<file path="src/rtl/score_bcd_counter.sv">
// Dino Run score source: 4-digit BCD score, prescaled by run time, registered 7-seg digit feed.
// Optional high-score register and capture logic enabled by defining SCORE_HISCORE_EN.
module score_bcd_counter #(
  parameter int TICKS_PER_POINT = 100
) (
  input  logic       clk_1k_i,
  input  logic       rst_i,
  input  logic       run_i,
  input  logic       clear_i,
  input  logic       game_over_i,
  input  logic       show_high_i,
  output logic [3:0] digit0_o,
  output logic [3:0] digit1_o,
  output logic [3:0] digit2_o,
  output logic [3:0] digit3_o,
  output logic       digit0_en_o,
  output logic       digit1_en_o,
  output logic       digit2_en_o,
  output logic       digit3_en_o,
  output logic       saturated_o,
  output logic       new_high_o
);

  localparam int PSW =
    (TICKS_PER_POINT > 1) ? $clog2(TICKS_PER_POINT) : 1;
  localparam logic [PSW-1:0] PS_MAX = PSW'(TICKS_PER_POINT - 1);
  localparam logic [15:0] SCORE_MAX = 16'h9999;

  logic [PSW-1:0] r_ps;
  logic [15:0]    r_score;
  logic           r_sat;
  logic [15:0]    r_disp;
  logic [3:0]     r_en;

  logic           w_ps_wrap;
  logic           w_tick;
  logic [15:0]    w_score_inc;
  logic [15:0]    w_sel;

  function automatic logic [15:0] bcd_inc(input logic [15:0] v);
    logic [15:0] r;
    logic        c;
    r = v;
    c = 1'b1;
    for (int i = 0; i < 4; i++) begin
      if (c) begin
        if (v[4*i +: 4] == 4'd9) begin
          r[4*i +: 4] = 4'd0;
        end else begin
          r[4*i +: 4] = v[4*i +: 4] + 4'd1;
          c = 1'b0;
        end
      end
    end
    return r;
  endfunction

  assign w_ps_wrap   = (r_ps == PS_MAX);
  assign w_tick      = run_i & w_ps_wrap & ~clear_i;
  assign w_score_inc = bcd_inc(r_score);

  always_ff @(posedge clk_1k_i) begin
    if (rst_i) begin
      r_ps <= '0;
    end else if (clear_i) begin
      r_ps <= '0;
    end else if (run_i) begin
      r_ps <= w_ps_wrap ? '0 : r_ps + PSW'(1);
    end
  end

  // At 9999 ticks are swallowed and the sticky flag rises
  always_ff @(posedge clk_1k_i) begin
    if (rst_i) begin
      r_score <= '0;
      r_sat   <= 1'b0;
    end else if (clear_i) begin
      r_score <= '0;
      r_sat   <= 1'b0;
    end else begin
      if (r_score == SCORE_MAX) begin
        r_sat <= 1'b1;
      end
      if (w_tick && (r_score != SCORE_MAX)) begin
        r_score <= w_score_inc;
      end
    end
  end

`ifdef SCORE_HISCORE_EN
  logic [15:0] r_hi;
  logic        r_go_q;
  logic        r_new_high;
  logic        w_capture;

  // Packed BCD orders the same as the decimal value
  assign w_capture = game_over_i & ~r_go_q;

  always_ff @(posedge clk_1k_i) begin
    if (rst_i) begin
      r_hi       <= '0;
      r_go_q     <= 1'b0;
      r_new_high <= 1'b0;
    end else begin
      r_go_q     <= game_over_i;
      r_new_high <= 1'b0;
      if (w_capture && (r_score > r_hi)) begin
        r_hi       <= r_score;
        r_new_high <= 1'b1;
      end
    end
  end

  assign w_sel      = show_high_i ? r_hi : r_score;
  assign new_high_o = r_new_high;
`else
  logic w_unused_hiscore_ins;

  assign w_unused_hiscore_ins = game_over_i ^ show_high_i;
  assign w_sel                = r_score;
  assign new_high_o           = 1'b0;
`endif

  always_ff @(posedge clk_1k_i) begin
    if (rst_i) begin
      r_disp <= '0;
      r_en   <= 4'b0001;
    end else begin
      r_disp <= w_sel;
      r_en   <= {
        (w_sel[15:12] != 4'd0),
        (w_sel[15:8]  != 8'd0),
        (w_sel[15:4]  != 12'd0),
        1'b1
      };
    end
  end

  assign digit0_o    = r_disp[3:0];
  assign digit1_o    = r_disp[7:4];
  assign digit2_o    = r_disp[11:8];
  assign digit3_o    = r_disp[15:12];
  assign digit0_en_o = r_en[0];
  assign digit1_en_o = r_en[1];
  assign digit2_en_o = r_en[2];
  assign digit3_en_o = r_en[3];
  assign saturated_o = r_sat;

endmodule

</file>
<file path="config.mk">
export PLATFORM = sky130hd
export DESIGN_NAME = score_bcd_counter
export DESIGN_NICKNAME = d
export VERILOG_FILES = /design/src/rtl/score_bcd_counter.sv
export SDC_FILE = /design/constraint.sdc
export NUM_CORES = 1
export LEC_CHECK = 0
export BUFFER_PORTS_ARGS = -buffer_cell sky130_fd_sc_hd__buf_4
export CAP_MARGIN = 15
export CORE_MARGIN = 3
export CORE_UTILIZATION = 45
export CTS_CLUSTER_DIAMETER = 50
export DETAILED_ROUTE_END_ITERATION = 6
export HOLD_SLACK_MARGIN = 0.02
export PLACE_DENSITY_LB_ADDON = 0.3
export SLEW_MARGIN = 20
export SYNTH_ARGS = -nofsm -noshare
export SYNTH_HDL_FRONTEND = slang
export SYNTH_SLANG_ARGS = --single-unit
</file>
<file path="constraint.sdc">
create_clock -name clk_1k_i -period 3.55 [get_ports clk_1k_i]
set_input_delay 0.5325 -clock clk_1k_i [delete_from_list [all_inputs] [get_ports clk_1k_i]]
set_output_delay 0.5325 -clock clk_1k_i [all_outputs]
set_load 0.01 [all_outputs]
</file>
### Word level (Yosys, flattened, before mapping)

Cells that the tools add are included.

| word-level totals | value |
|---|---|
| input port bits | 6 |
| output and inout bits | 22 |
| logic and storage cells | 42 |
| flip-flop bits (word level) | 44 |

| operators by class | value |
|---|---|
| equality and inequality tests | 7 |
| mux-type cells | 10 |
| add/sub/neg operators | 5 |
| reduce and logical (&&, ||, !) cells | 8 |
| bitwise logic cells | 3 |

Operator list:

| operator | count |
|---|---|
| adder 4 x 1 -> 4 bit, second input constant | 4 |
| equality test 16 bit, second input constant | 1 |
| equality test 4 bit, second input constant | 4 |
| 2-to-1 mux 4 bit | 4 |
| inequality test 16 bit, second input constant | 1 |
| nonzero test 12 bit | 1 |
| nonzero test 8 bit | 1 |
| adder 7 x 1 -> 7 bit, second input constant | 1 |
| equality test 7 bit, second input constant | 1 |
| 2-to-1 mux 7 bit | 1 |
| AND reduction 2 bit | 3 |
| 2-to-1 mux 1 bit | 5 |
| nonzero test 4 bit | 1 |
| bitwise AND 1 bit | 2 |
| OR reduction 2 bit | 1 |
| logical AND 1 bit | 1 |
| inverter 1 bit | 1 |

### Depth between registers and ports, before layout

Gate-level depths: netlist (run 1).

| depth | value |
|---|---|
| depth in word-level cells | 5 |
| mapped depth | 7 |
| depth with buffers taken out | 6 |

### Worst setup path after synthesis (run 1)

No wires, ideal clock.

| timing | value |
|---|---|
| path kind | input to register |
| from | in run_i |
| to | reg r_ps[0] |
| setup slack | 1760 ps |
| path buffers | 1 |
| stages | 4 |
| data arrival time | 1642 ps |
| data required time | 3402 ps |
| setup time | 148 ps |
| path through | clkbuf_1 -> nand4_1 -> o41ai_1 -> nor2_1 |

RTL lines:

| what | RTL line | source |
|---|---|---|
| start: declaration | 8 | `input logic run_i,` |
| end signal: assignment | 68 | `r_ps <= w_ps_wrap ? '0 : r_ps + PSW'(1);` |
| end: declaration | 29 | `logic [PSW-1:0] r_ps;` |

### Final worst setup path (run 1)

| timing | value |
|---|---|
| from | reg r_ps[2] |
| to | reg r_score[2] |

| on the way | value |
|---|---|
| cells in the longest elaborated chain, start to end | 4 |

RTL lines:

| what | RTL line | source |
|---|---|---|
| equality test 7 bit | 58 | `assign w_ps_wrap = (r_ps == PS_MAX);` |
| bitwise AND 1 bit (2 in series) | 59 | `assign w_tick = run_i & w_ps_wrap & ~clear_i;` |
| logical AND 1 bit | 84 | `if (w_tick && (r_score != SCORE_MAX)) begin` |
| end signal: assignment | 85 | `r_score <= w_score_inc;` |
| end: declaration | 30 | `logic [15:0] r_score;` |

Every way passes these cells.
A chain may end at the register's enable or synchronous reset.

==> results of run 1 <==
[power by group through the flow]
| stage | clock network [uW] | logic (uW) | registers, uW |
|---|---|---|---|
| global placement | 0 | 17.3 | 495 |
| global route | 364 | 19.7 | 483 |
| finish | 331 | 17.8 | 483 |
| detailed placement | 0 | 17.7 | 495 |
| CTS | 344 | 17.8 | 483 |
| floorplan | 0 | 14.5 | 495 |
[kinds of logic after synthesis]
family | Yosys count
compound gates | 30
xor+xnor | 10
fa+ha+maj | 1
buf+inv | 11
flops | 43
mux | 2
other cells | 2
simple gates | 85
[sequential cells by signal, summed over array words and instances, names as in the netlist]
signal / cells
r_score: 16
r_en: 3
saturated_o: 1
r_disp: 16
r_ps: 7
[through the flow]
stage | cells | hold slack [ps] | area, sq um
floorplan | 184 | 458 | 1700
global placement | 244 | 458 | 1880
detailed placement | 244 | 469 | 1880
CTS | 252 | 490 | 1980
global route | 252 | 521 | 1980
finish | 252 | 485 | 1980
[worst paths after layout]
check / from / to / slack, ps / cells past startpoint
worst max-delay path: r_ps[2] / r_score[2] / 1540 / 5
worst min register to register: saturated_o / saturated_o / 490 / 2
worst max register to register: r_ps[2] / r_score[2] / 1540 / 5
worst min-delay path: saturated_o / saturated_o / 490 / 2
[Yosys cell counts (4+ instances only)]
master	instances
sky130_fd_sc_hd__nand4_1	6
sky130_fd_sc_hd__xor2_1	8
sky130_fd_sc_hd__or3_1	7
sky130_fd_sc_hd__nor2b_1	19
sky130_fd_sc_hd__nand2_1	10
sky130_fd_sc_hd__nand3_1	4
sky130_fd_sc_hd__o21ai_0	9
sky130_fd_sc_hd__dfxtp_1	43
sky130_fd_sc_hd__nor2_1	23
sky130_fd_sc_hd__a21oi_1	13
[layout by cell type, fill, tap and decap left out]
cell type and n:
sky130_fd_sc_hd__a21oi_1 13, sky130_fd_sc_hd__a41oi_1 1, sky130_fd_sc_hd__and2_1 3, sky130_fd_sc_hd__and3_1 1, sky130_fd_sc_hd__and4b_1 1, sky130_fd_sc_hd__and4b_2 1
sky130_fd_sc_hd__and4bb_2 1, sky130_fd_sc_hd__buf_4 23, sky130_fd_sc_hd__clkbuf_1 1, sky130_fd_sc_hd__clkbuf_8 7, sky130_fd_sc_hd__conb_1 2, sky130_fd_sc_hd__dfxtp_1 43
sky130_fd_sc_hd__ha_1 1, sky130_fd_sc_hd__inv_1 2, sky130_fd_sc_hd__mux2i_1 2, sky130_fd_sc_hd__nand2_1 10, sky130_fd_sc_hd__nand2_2 1, sky130_fd_sc_hd__nand3_1 4
sky130_fd_sc_hd__nand4_1 6, sky130_fd_sc_hd__nor2_1 23, sky130_fd_sc_hd__nor2_4 1, sky130_fd_sc_hd__nor2b_1 19, sky130_fd_sc_hd__nor3b_1 1, sky130_fd_sc_hd__nor3b_2 1
sky130_fd_sc_hd__nor4_1 2, sky130_fd_sc_hd__o2111ai_1 2, sky130_fd_sc_hd__o211ai_1 3, sky130_fd_sc_hd__o21ai_0 9, sky130_fd_sc_hd__o32ai_1 1, sky130_fd_sc_hd__o41ai_1 1
sky130_fd_sc_hd__or2_2 1, sky130_fd_sc_hd__or3_1 7, sky130_fd_sc_hd__or4_1 1, sky130_fd_sc_hd__or4_4 1, sky130_fd_sc_hd__xnor2_1 2, sky130_fd_sc_hd__xor2_1 8
[worst register-to-register path, stage by stage (launching register included)]
cell and delay (ps):
sky130_fd_sc_hd__dfxtp_1 360, sky130_fd_sc_hd__or4_4 560, sky130_fd_sc_hd__nor2_4 290, sky130_fd_sc_hd__o211ai_1 240, sky130_fd_sc_hd__or4_1 430, sky130_fd_sc_hd__nand2_1 80
[final cells by class]
cell class	instances	share of cell area
Clock buffer	8	0.0505
Inverter	2	0.00379
Multi-Input combinational cell	130	0.395
Sequential cell	43	0.435
Tap cell	46	0.0291
Timing Repair Buffer	23	0.0872
[metal layers]
layer	vias to the layer above	GRT usage	wire (microns)
li1	676	-	-
met1	612	0.175	1420
met2	31	0.233	1480
met3	5	0.0682	176
met4	0	0.0633	41
met5	-	0	0
==> impl_metrics.tcl, run 1 <==
set metrics [dict create \
    run_status "completed" \
    synth_flop_cell "sky130_fd_sc_hd__dfxtp_1" \
    power.total_uw 833 \
    grt_antenna_before_repair 0 \
    fraction_of_the_mapped_netlist_area_in_compound_gates 0.104 \
    final.fill_count 315 \
    synth_cell_type_count 38 \
    final_util 0.567 \
    drc 0 \
    yosys_register_bits 43 \
    hold_viol 0 \
    hold_path.class "flop to flop" \
    slowest_delay_ps 560 \
    die_height_microns 67.5 \
    async_reset_ff_frac 0 \
    wirelength_mm 3.11 \
    detailedPlacementHpwl_mm 2.09 \
    place_congestion 0.735 \
    firstDrtPassIters 4 \
    cts_made_buffers 5 \
    area_taken_by_flip_flops_and_latches_sq_um 861 \
    top_level_ports 28 \
    endpoint_kind "flop" \
    wl_per_cell_microns 12.4 \
    largest_net_degree_at_the_start_of_global_routing 22 \
    slew_violations 0 \
    seq_power_share 0.581 \
    cp_num_buf_inv 0 \
    p_int_uw 666 \
    post_drt_via_cell_ratio 5.25 \
    drive_above_1_share 0.180 \
    fmax_ghz 0.498 \
    final_net_count 212 \
    area_growth_syn_to_layout_pct 16.3 \
    synth-edff-count 0 \
    diodes 0 \
    power.leakage_uw 0.000754 \
    cp_max_fo 14 \
    critPathKind "flop to flop" \
    crit_arrival_ps 2240 \
    post-synth-top-area-fraction 0.506 \
    globalRoute.totalOverflow 0 \
    relSlewSlack 0.402 \
    multi_input_area_sq_um 782 \
    htree_num_levels 2 \
    post_synthesis_instance_area_sq_um 1700 \
    core_region_area_sq_um 3490 \
    clk_latency_ps 290 \
    gr-usage-all-layers 0.149 \
    grt_pass1_wl_mm 5.08 \
    muxShareOfSynthArea 0.0118 \
    synth-seq-area-share 0.506 \
    synth_area_leaders "sky130_fd_sc_hd__dfxtp_1 51%, sky130_fd_sc_hd__nor2b_1 7.0%, sky130_fd_sc_hd__nor2_1 5.1%" \
    yosys.area_share.xor_xnor 0.0514 \
    cp-start-kind "flop" \
    floorplan.die_area_sq_um 4560 \
    initial_core_util 0.487 \
    postRouteAntennaNets 0 \
    number_of_maximum_capacitance_violations 0 \
    final.min_clock_period_ps 2010 \
    synth_cells 184 \
    cts_tree "built" \
    synthAdderAreaFrac 0.00735 \
    grt_pass1_vias 1193 \
    portion_of_the_clock_cycle_consumed_by_the_worst_path_in_the_final_layout 0.565 \
    synthSimpleGateAreaFrac 0.281 \
    placement.setup.worst_slack_ps 1400 \
    chip_width_microns 67.5 \
    setup_viol 0 \
    postCtsSetupRepairBufs 0 \
    yosysTopAreaCell "sky130_fd_sc_hd__dfxtp_1" \
    clockBufferDepth 2 \
    clock_sinks 43 \
    clock_power_share 0.398 \
    tns_ps 0 \
    setup_slack_ps 1540 \
    num_rows 21 \
    cts_root_buf "sky130_fd_sc_hd__clkbuf_8" \
    power.density_cell_area_nw_per_um2 420 \
    vdd_drop_max_mv 0.284 \
    avgSynthCellArea_sq_um 9.25 \
    grt_setup_unrepaired "false" \
    clkSlewWorstSetupHoldPaths_ps 70 \
    critical_path.top_delay_family "simple AND/OR/NAND/NOR gates" \
    first_iter_violations 63 \
    synthesis.nets 191 \
    max_slew.worst_pin.slew_ps 886 \
    power_switching_share 0.201 \
    holdBufCountCts 0 \
    power_switching_uw 167 \
    pwr-share-comb 0.021 \
    cts_repair_resize_count 0 \
    io_buffers 23 \
    yosysWarnings 0 \
    worst_path_max_delay_cell "sky130_fd_sc_hd__or4_4" \
    crit_path_cells "or4_4 -> nor2_4 -> o211ai_1 -> or4_1 -> nand2_1" \
    cp.required_ps 3790 \
    vias_post_dr 1324 \
    fin_skew_ps 3.08 \
    synth_top_family_by_area "simple AND/OR/NAND/NOR gates" \
]
Power figures use the tool's default switching activity.
==> inputs of run 2 (changes only) <==
--- a/config.mk
+++ b/config.mk
@@ -5,6 +5,7 @@
 export SDC_FILE = /design/constraint.sdc
 export NUM_CORES = 1
 export LEC_CHECK = 0
+export ABC_AREA = 1
 export BUFFER_PORTS_ARGS = -buffer_cell sky130_fd_sc_hd__buf_4
 export CAP_MARGIN = 15
 export CORE_MARGIN = 3
==> constraint.sdc (replaced) <==
create_clock -name clk_1k_i -period 1.8 [get_ports clk_1k_i]
set_input_delay 0.27 -clock clk_1k_i [delete_from_list [all_inputs] [get_ports clk_1k_i]]
set_output_delay 0.27 -clock clk_1k_i [all_outputs]
set_load 0.01 [all_outputs]
==> run 2 against run 1 <==
  * Clock power up 120%
  * Highest routed layer unchanged
  * Synthesized area grew 7.8%
  * Critical path type unchanged
  * Count of clock-buffer cells in the layout is 2 lower
  * Flip-flop and latch count unchanged
  * Synthesized cell count rose by 34%
==> impl_metrics.tcl, run 2 <==
set metrics [dict create \
    run_status "completed" \
    wl_per_cell_microns 10.5 \
    clock_sinks 43 \
    hold-path-cell-count 2 \
    core_region_area_sq_um 3800 \
    grt_pass1_wl_mm 5.87 \
    diodes 0 \
    cts_repair_resize_count 0 \
    hold_path.class "primary input to flop" \
    commonest_cells_post_synth "48 x sky130_fd_sc_hd__nand2_1, 44 x sky130_fd_sc_hd__nor2_1, 43 x sky130_fd_sc_hd__dfxtp_1" \
    die_height_microns 69.9 \
    power.leakage_uw 0.000915 \
    avgSynthCellArea_sq_um 7.46 \
    final_net_count 278 \
    worst_hold_path.endpoint "r_ps[1]" \
    number_of_maximum_capacitance_violations 0 \
    synthAdderAreaFrac 0.00682 \
    largest_net_degree_at_the_start_of_global_routing 21 \
    hold_viol 0 \
    cp.required_ps 1990 \
    timing.hold.worst.start "run_i" \
    portion_of_the_clock_cycle_consumed_by_the_worst_path_in_the_final_layout 0.873 \
    drive_above_1_share 0.177 \
    synth_top_family_by_area "simple AND/OR/NAND/NOR gates" \
    rr_worst_depth 8 \
    power.density_cell_area_nw_per_um2 795 \
    chip_width_microns 69.9 \
    clockBufferDepth 2 \
    most-common-layout-cells "48 x sky130_fd_sc_hd__nand2_1, 44 x sky130_fd_sc_hd__nor2_1, 43 x sky130_fd_sc_hd__dfxtp_1" \
    synthMostInstantiatedCell "sky130_fd_sc_hd__nand2_1" \
    post-synth-top-area-fraction 0.469 \
    grt_pass1_vias 1333 \
    worstSetupStartpoint "r_ps[1]" \
    clk_latency_ps 290 \
    post_layout_nonfiller_instances 319 \
    yosysWarnings 0 \
    worst_path_max_delay_cell "sky130_fd_sc_hd__dfxtp_1" \
    post_drt_via_cell_ratio 4.75 \
    cts_root_buf "sky130_fd_sc_hd__clkbuf_8" \
    yosysTopAreaCell "sky130_fd_sc_hd__dfxtp_1" \
    num_rows 22 \
    synth_flop_cell "sky130_fd_sc_hd__dfxtp_1" \
    vdd_drop_max_mv 0.364 \
    endpoint_kind "flop" \
    synth-edff-count 0 \
    yosys.area_share.xor_xnor 0.0239 \
    crit_path_cells "ha_1 -> nand2_2 -> nor2_2 -> nand2_2 -> nor2_8 -> nand3_2 -> nor2_1 -> nor2_1" \
    post_synthesis_instance_area_sq_um 1840 \
    setup_viol 0 \
    postRouteAntennaNets 0 \
    tns_ps 0 \
    detailedPlacementHpwl_mm 2.33 \
    hold-worst-slack_ps 191 \
    synthesis.nets 253 \
    yosys_register_bits 43 \
    muxShareOfSynthArea 0 \
    area_growth_syn_to_layout_pct 16.6 \
    io_buffers 23 \
    grt_setup_unrepaired "false" \
    reg2reg_setup_slack_ps 230 \
    critPathKind "flop to flop" \
    slew_violations 0 \
    synth_area_leaders "sky130_fd_sc_hd__dfxtp_1 47%, sky130_fd_sc_hd__nand2_1 9.8%, sky130_fd_sc_hd__nor2_1 9.0%" \
    timing.rr.start "r_ps[1]" \
    synthSimpleGateAreaFrac 0.348 \
    htree_num_levels 2 \
    synth_cell_type_count 27 \
    synth_cells 246 \
    postCtsSetupRepairBufs 0 \
    place_congestion 0.881 \
    fin_skew_ps 7.66 \
    mostFrequentLayoutCell "sky130_fd_sc_hd__nand2_1" \
    endpoint_of_the_worst_register_to_register_path "r_score[11]" \
    final.fill_count 359 \
    fraction_of_the_mapped_netlist_area_in_compound_gates 0.0620 \
    initial_core_util 0.483 \
    slowest_delay_ps 360 \
    synth-seq-area-share 0.469 \
    clkSlewWorstSetupHoldPaths_ps 80 \
    cts_made_buffers 5 \
    cp_max_fo 17 \
    cp-start-kind "flop" \
    drc 0 \
    gr-usage-all-layers 0.147 \
    floorplan.die_area_sq_um 4880 \
    leading_registers_by_flop_count "r_disp: 16 flops, r_score: 16 flops, r_ps: 7 flops" \
    async_reset_ff_frac 0 \
    vias_post_dr 1514 \
    final.min_clock_period_ps 1570 \
    globalRoute.totalOverflow 0 \
    wirelength_mm 3.36 \
    top_level_ports 28 \
    first_iter_violations 121 \
    cts_tree "built" \
    grt_antenna_before_repair 0 \
    crit_arrival_ps 1760 \
    firstDrtPassIters 4 \
    post-place-cells 312 \
    fmax_ghz 0.636 \
    holdBufCountCts 0 \
]
==> run 2: through the flow <==
stage	util	setup slack, ps	instance area [sq um]	total power, uW
global route	0.564	70.4	2140	1760
finish	0.564	228	2140	1700
CTS	0.564	236	2140	1720
detailed placement	0.537	255	2040	1010
global placement	0.537	278	2040	1010
floorplan	-	464	1840	999
==> run 2: critical path, delay by kind of cell (launching register included) <==
| kind | cells | cell delay, ps |
|---|---|---|
| fa+ha+maj | 1 | 200 |
| flops | 1 | 360 |
| simple gates | 7 | 920 |
==> run 2: area by class of cell <==
class | count | area (sq um) | share of cell area
Sequential cell | 43 | 861 | 0.402
Multi-Input combinational cell | 165 | 817 | 0.382
Timing Repair Buffer | 24 | 180 | 0.0842
Inverter | 32 | 120 | 0.0561
Clock buffer | 6 | 72.6 | 0.0339
Tap cell | 48 | 60.1 | 0.0281
Clock inverter | 1 | 30.0 | 0.0140
==> run 2: how the worst max path moves through the flow <==
| stage | slack (ps) | to |
|---|---|---|
| global route | 70 | r_score[13] |
| detailed placement | 260 | r_score[11] |
| global placement | 280 | r_score[10] |
| floorplan | 460 | r_score[5] |
| finish | 230 | r_score[11] |
| CTS | 240 | r_score[11] |
==> run 2: where the power goes <==
group          switching, uW  leakage, uW  internal, uW
combinational           24.9     0.000517          9.92
clock                    307    0.0000513           407
sequential              1.58     0.000346           952
total                    334     0.000915          1370
==> run 2: cell families (layout without fill, tap and decap cells) <==
logic type,Yosys count,count (layout)
simple gates,135,135
compound gates,22,22
fa+ha+maj,1,1
flops,43,43
other cells,2,2
buf+inv,38,63
xor+xnor,5,5
==> run 2: routing by layer <==
metal  vias to the layer above  track usage  wire length [microns]
li1                        819            -                      -
met1                       662        0.174                   1560
met2                        29        0.247                   1590
met3                         4       0.0417                    160
met4                         0       0.0638                     48
met5                         -            0                      0
==> inputs of run 3 (changes only) <==
--- a/config.mk
+++ b/config.mk
@@ -5,11 +5,10 @@
 export SDC_FILE = /design/constraint.sdc
 export NUM_CORES = 1
 export LEC_CHECK = 0
-export ABC_AREA = 1
 export BUFFER_PORTS_ARGS = -buffer_cell sky130_fd_sc_hd__buf_4
 export CAP_MARGIN = 15
 export CORE_MARGIN = 3
-export CORE_UTILIZATION = 45
+export CORE_UTILIZATION = 49
 export CTS_CLUSTER_DIAMETER = 50
 export DETAILED_ROUTE_END_ITERATION = 6
 export HOLD_SLACK_MARGIN = 0.02
==> run 3 against run 2 <==
  * The flow now finishes with violations (setup timing)
  * Sequential power about the same
  * Cell count decreased by 15%
  * First-iteration DRC count decreased by 69%
  * Worst setup slack got worse by 240 ps
  * Critical path depth shrank 3
  * Count of clock-buffer cells in the layout did not move
  * Flip-flop and latch count is the same
  * Utilization is 11 points higher
  * Wire length increased by 2.5%
  * Clock skew rose by 5.9 ps
  * Cell area grew 0.64%
  * Sequential share of layout area decreased by 0.14 points
  * Largest cell class unchanged
==> impl_metrics.tcl, run 3 (same netlist as run 1, synthesis figures left out) <==
set metrics [dict create \
    detailedPlacementHpwl_mm 2.38 \
    slowest_delay_ps 540 \
    most-common-layout-cells "44 x sky130_fd_sc_hd__buf_4, 41 x sky130_fd_sc_hd__dfxtp_1, 23 x sky130_fd_sc_hd__nor2_1" \
    die_height_microns 65.0 \
    area_growth_syn_to_layout_pct 26.5 \
    mostFrequentLayoutCell "sky130_fd_sc_hd__buf_4" \
    firstDrtPassIters 5 \
    diodes 0 \
    wl_per_cell_microns 12.7 \
    portion_of_the_clock_cycle_consumed_by_the_worst_path_in_the_final_layout 1.00 \
    power.density_cell_area_nw_per_um2 753 \
    holdBufCountCts 0 \
    post-route-cell-area_sq_um 2150 \
    grt_setup_unrepaired "true" \
    reg2reg_setup_slack_ps -8 \
    path_depth 5 \
    wirelength_mm 3.44 \
    timing.rr.start "r_ps[2]" \
    io_buffers 23 \
    gr-usage-all-layers 0.177 \
    globalRoute.totalOverflow 0 \
    place_congestion 0.826 \
    number_of_maximum_capacitance_violations 0 \
    postRouteAntennaNets 0 \
    setup_slack_ps -8.39 \
    worstSetupStartpoint "r_ps[2]" \
    leading_registers_by_flop_count "r_disp: 16 flops, r_score: 16 flops, r_ps: 7 flops" \
    largest_net_degree_at_the_start_of_global_routing 22 \
    cp_max_fo 7 \
    slew_violations 0 \
    drive_above_1_share 0.300 \
    cts_root_buf "sky130_fd_sc_hd__clkbuf_4" \
    endpoint_kind "flop" \
    rr_worst_depth 5 \
    grt_pass1_wl_mm 5.75 \
    max_slew.worst_pin.slew_ps 504 \
    fmax_ghz 0.553 \
    drc 0 \
    first_iter_violations 38 \
    cts_made_buffers 5 \
    endpoint_of_the_worst_register_to_register_path "r_score[5]" \
    clock_sinks 43 \
    relSlewSlack 0.661 \
    critical_path.top_delay_family "simple AND/OR/NAND/NOR gates" \
    violations_in_the_final_reports "setup timing" \
    cp-start-kind "flop" \
    crit_path_cells "or4_4 -> nor2_4 -> o211ai_1 -> or3_1 -> a21oi_2" \
    num_rows 20 \
    htree_num_levels 2 \
    fin_skew_ps 13.6 \
    hold-worst-slack_ps 222 \
    power.total_uw 1620 \
    clkSlewWorstSetupHoldPaths_ps 120 \
    power.leakage_uw 0.000865 \
    initial_core_util 0.536 \
    run_status "complete, but fails checks" \
    grt_pass1_vias 1357 \
    worst_path_max_delay_cell "sky130_fd_sc_hd__or4_4" \
    floorplan.die_area_sq_um 4220 \
    setup_viol 2 \
    chip_width_microns 65.0 \
    cp_num_buf_inv 0 \
    final.min_clock_period_ps 1810 \
    grt_antenna_before_repair 0 \
    final.fill_count 264 \
    hold_path.class "primary input to flop" \
    crit_path_end "r_score[5]" \
    clockBufferDepth 2 \
    final_net_count 233 \
    critPathKind "flop to flop" \
    core_region_area_sq_um 3180 \
    vias_post_dr 1414 \
    vdd_drop_max_mv 0.476 \
    hold_viol 0 \
    cts_tree "built" \
    clk_latency_ps 360 \
    cp.required_ps 2100 \
    post_drt_via_cell_ratio 5.22 \
    crit_arrival_ps 2110 \
    placement.setup.worst_slack_ps -6.51 \
    top_level_ports 28 \
    detailed_place.area_sq_um 2020 \
]
[run 3: changes by cell type in the layout (fill, tap and decap cells not counted), sizes merged, moves of 3 or more]
cell	delta
buf	+20
inv	-30
nand2	-44
nand3	-6
nand4	-4
nor2	-26
nor2b	+19
nor3b	-3
or3	+7
xor2	+3
[run 3: layer usage]
metal  global-route usage  wire length (microns)  vias to the layer above
met5                    0                      0                        -
met4               0.0950                     43                        0
met3               0.0433                    140                        5
met2                0.307                   1760                       26
met1                0.199                   1500                      673
li1                     -                      -                      710
[run 3: area by class of cell]
cell class,count,area (sq um),area share
multi-input combinational,130,812,0.377
clock buffer,6,51.3,0.0238
inverter,2,7.51,0.00348
tap,44,55.1,0.0256
sequential,43,863,0.401
clock inverter,2,35.0,0.0163
timing repair buffer,44,330,0.153
[run 3: what timing repair did]
item                       in CTS  in global routing
resized for setup               0                 11
setup endpoints to repair       2                 10
setup buffers                   1                  1
pin swaps                       0                  5
[run 3: stage by stage]
step	setup TNS (ps)	utilization	std cells
floorplan	0	-	184
global placement	0	0.636	261
detailed placement	-6.51	0.636	261
CTS	0	0.665	270
global route	-456	0.678	271
finish	-12.2	0.678	271
[run 3: worst min-delay path: cells and delay by family]
family,cells,cell delay (ps)
xor+xnor,1,70
simple gates,1,80
buf+inv,1,120
[run 3: how the worst min path moves through the flow]
| stage | start | end | slack [ps] | cells past startpoint |
|---|---|---|---|---|
| 2_1_floorplan | r_ps[6] | r_ps[6] | 460 | 2 |
| 3_3_place_gp | saturated_o | saturated_o | 460 | 2 |
| 3_5_place_dp | saturated_o | saturated_o | 470 | 2 |
| 4_1_cts | run_i | r_ps[1] | 210 | 3 |
| 5_1_grt | run_i | r_ps[1] | 220 | 3 |
| 6_report | run_i | r_ps[0] | 220 | 3 |
[run 3: where the power goes]
group / internal (uW) / switching (uW) / leakage, uW
Combinational: 13.5 / 25.1 / 0.000469
Sequential: 953 / 1.38 / 0.000347
Clock: 328 / 301 / 0.0000482
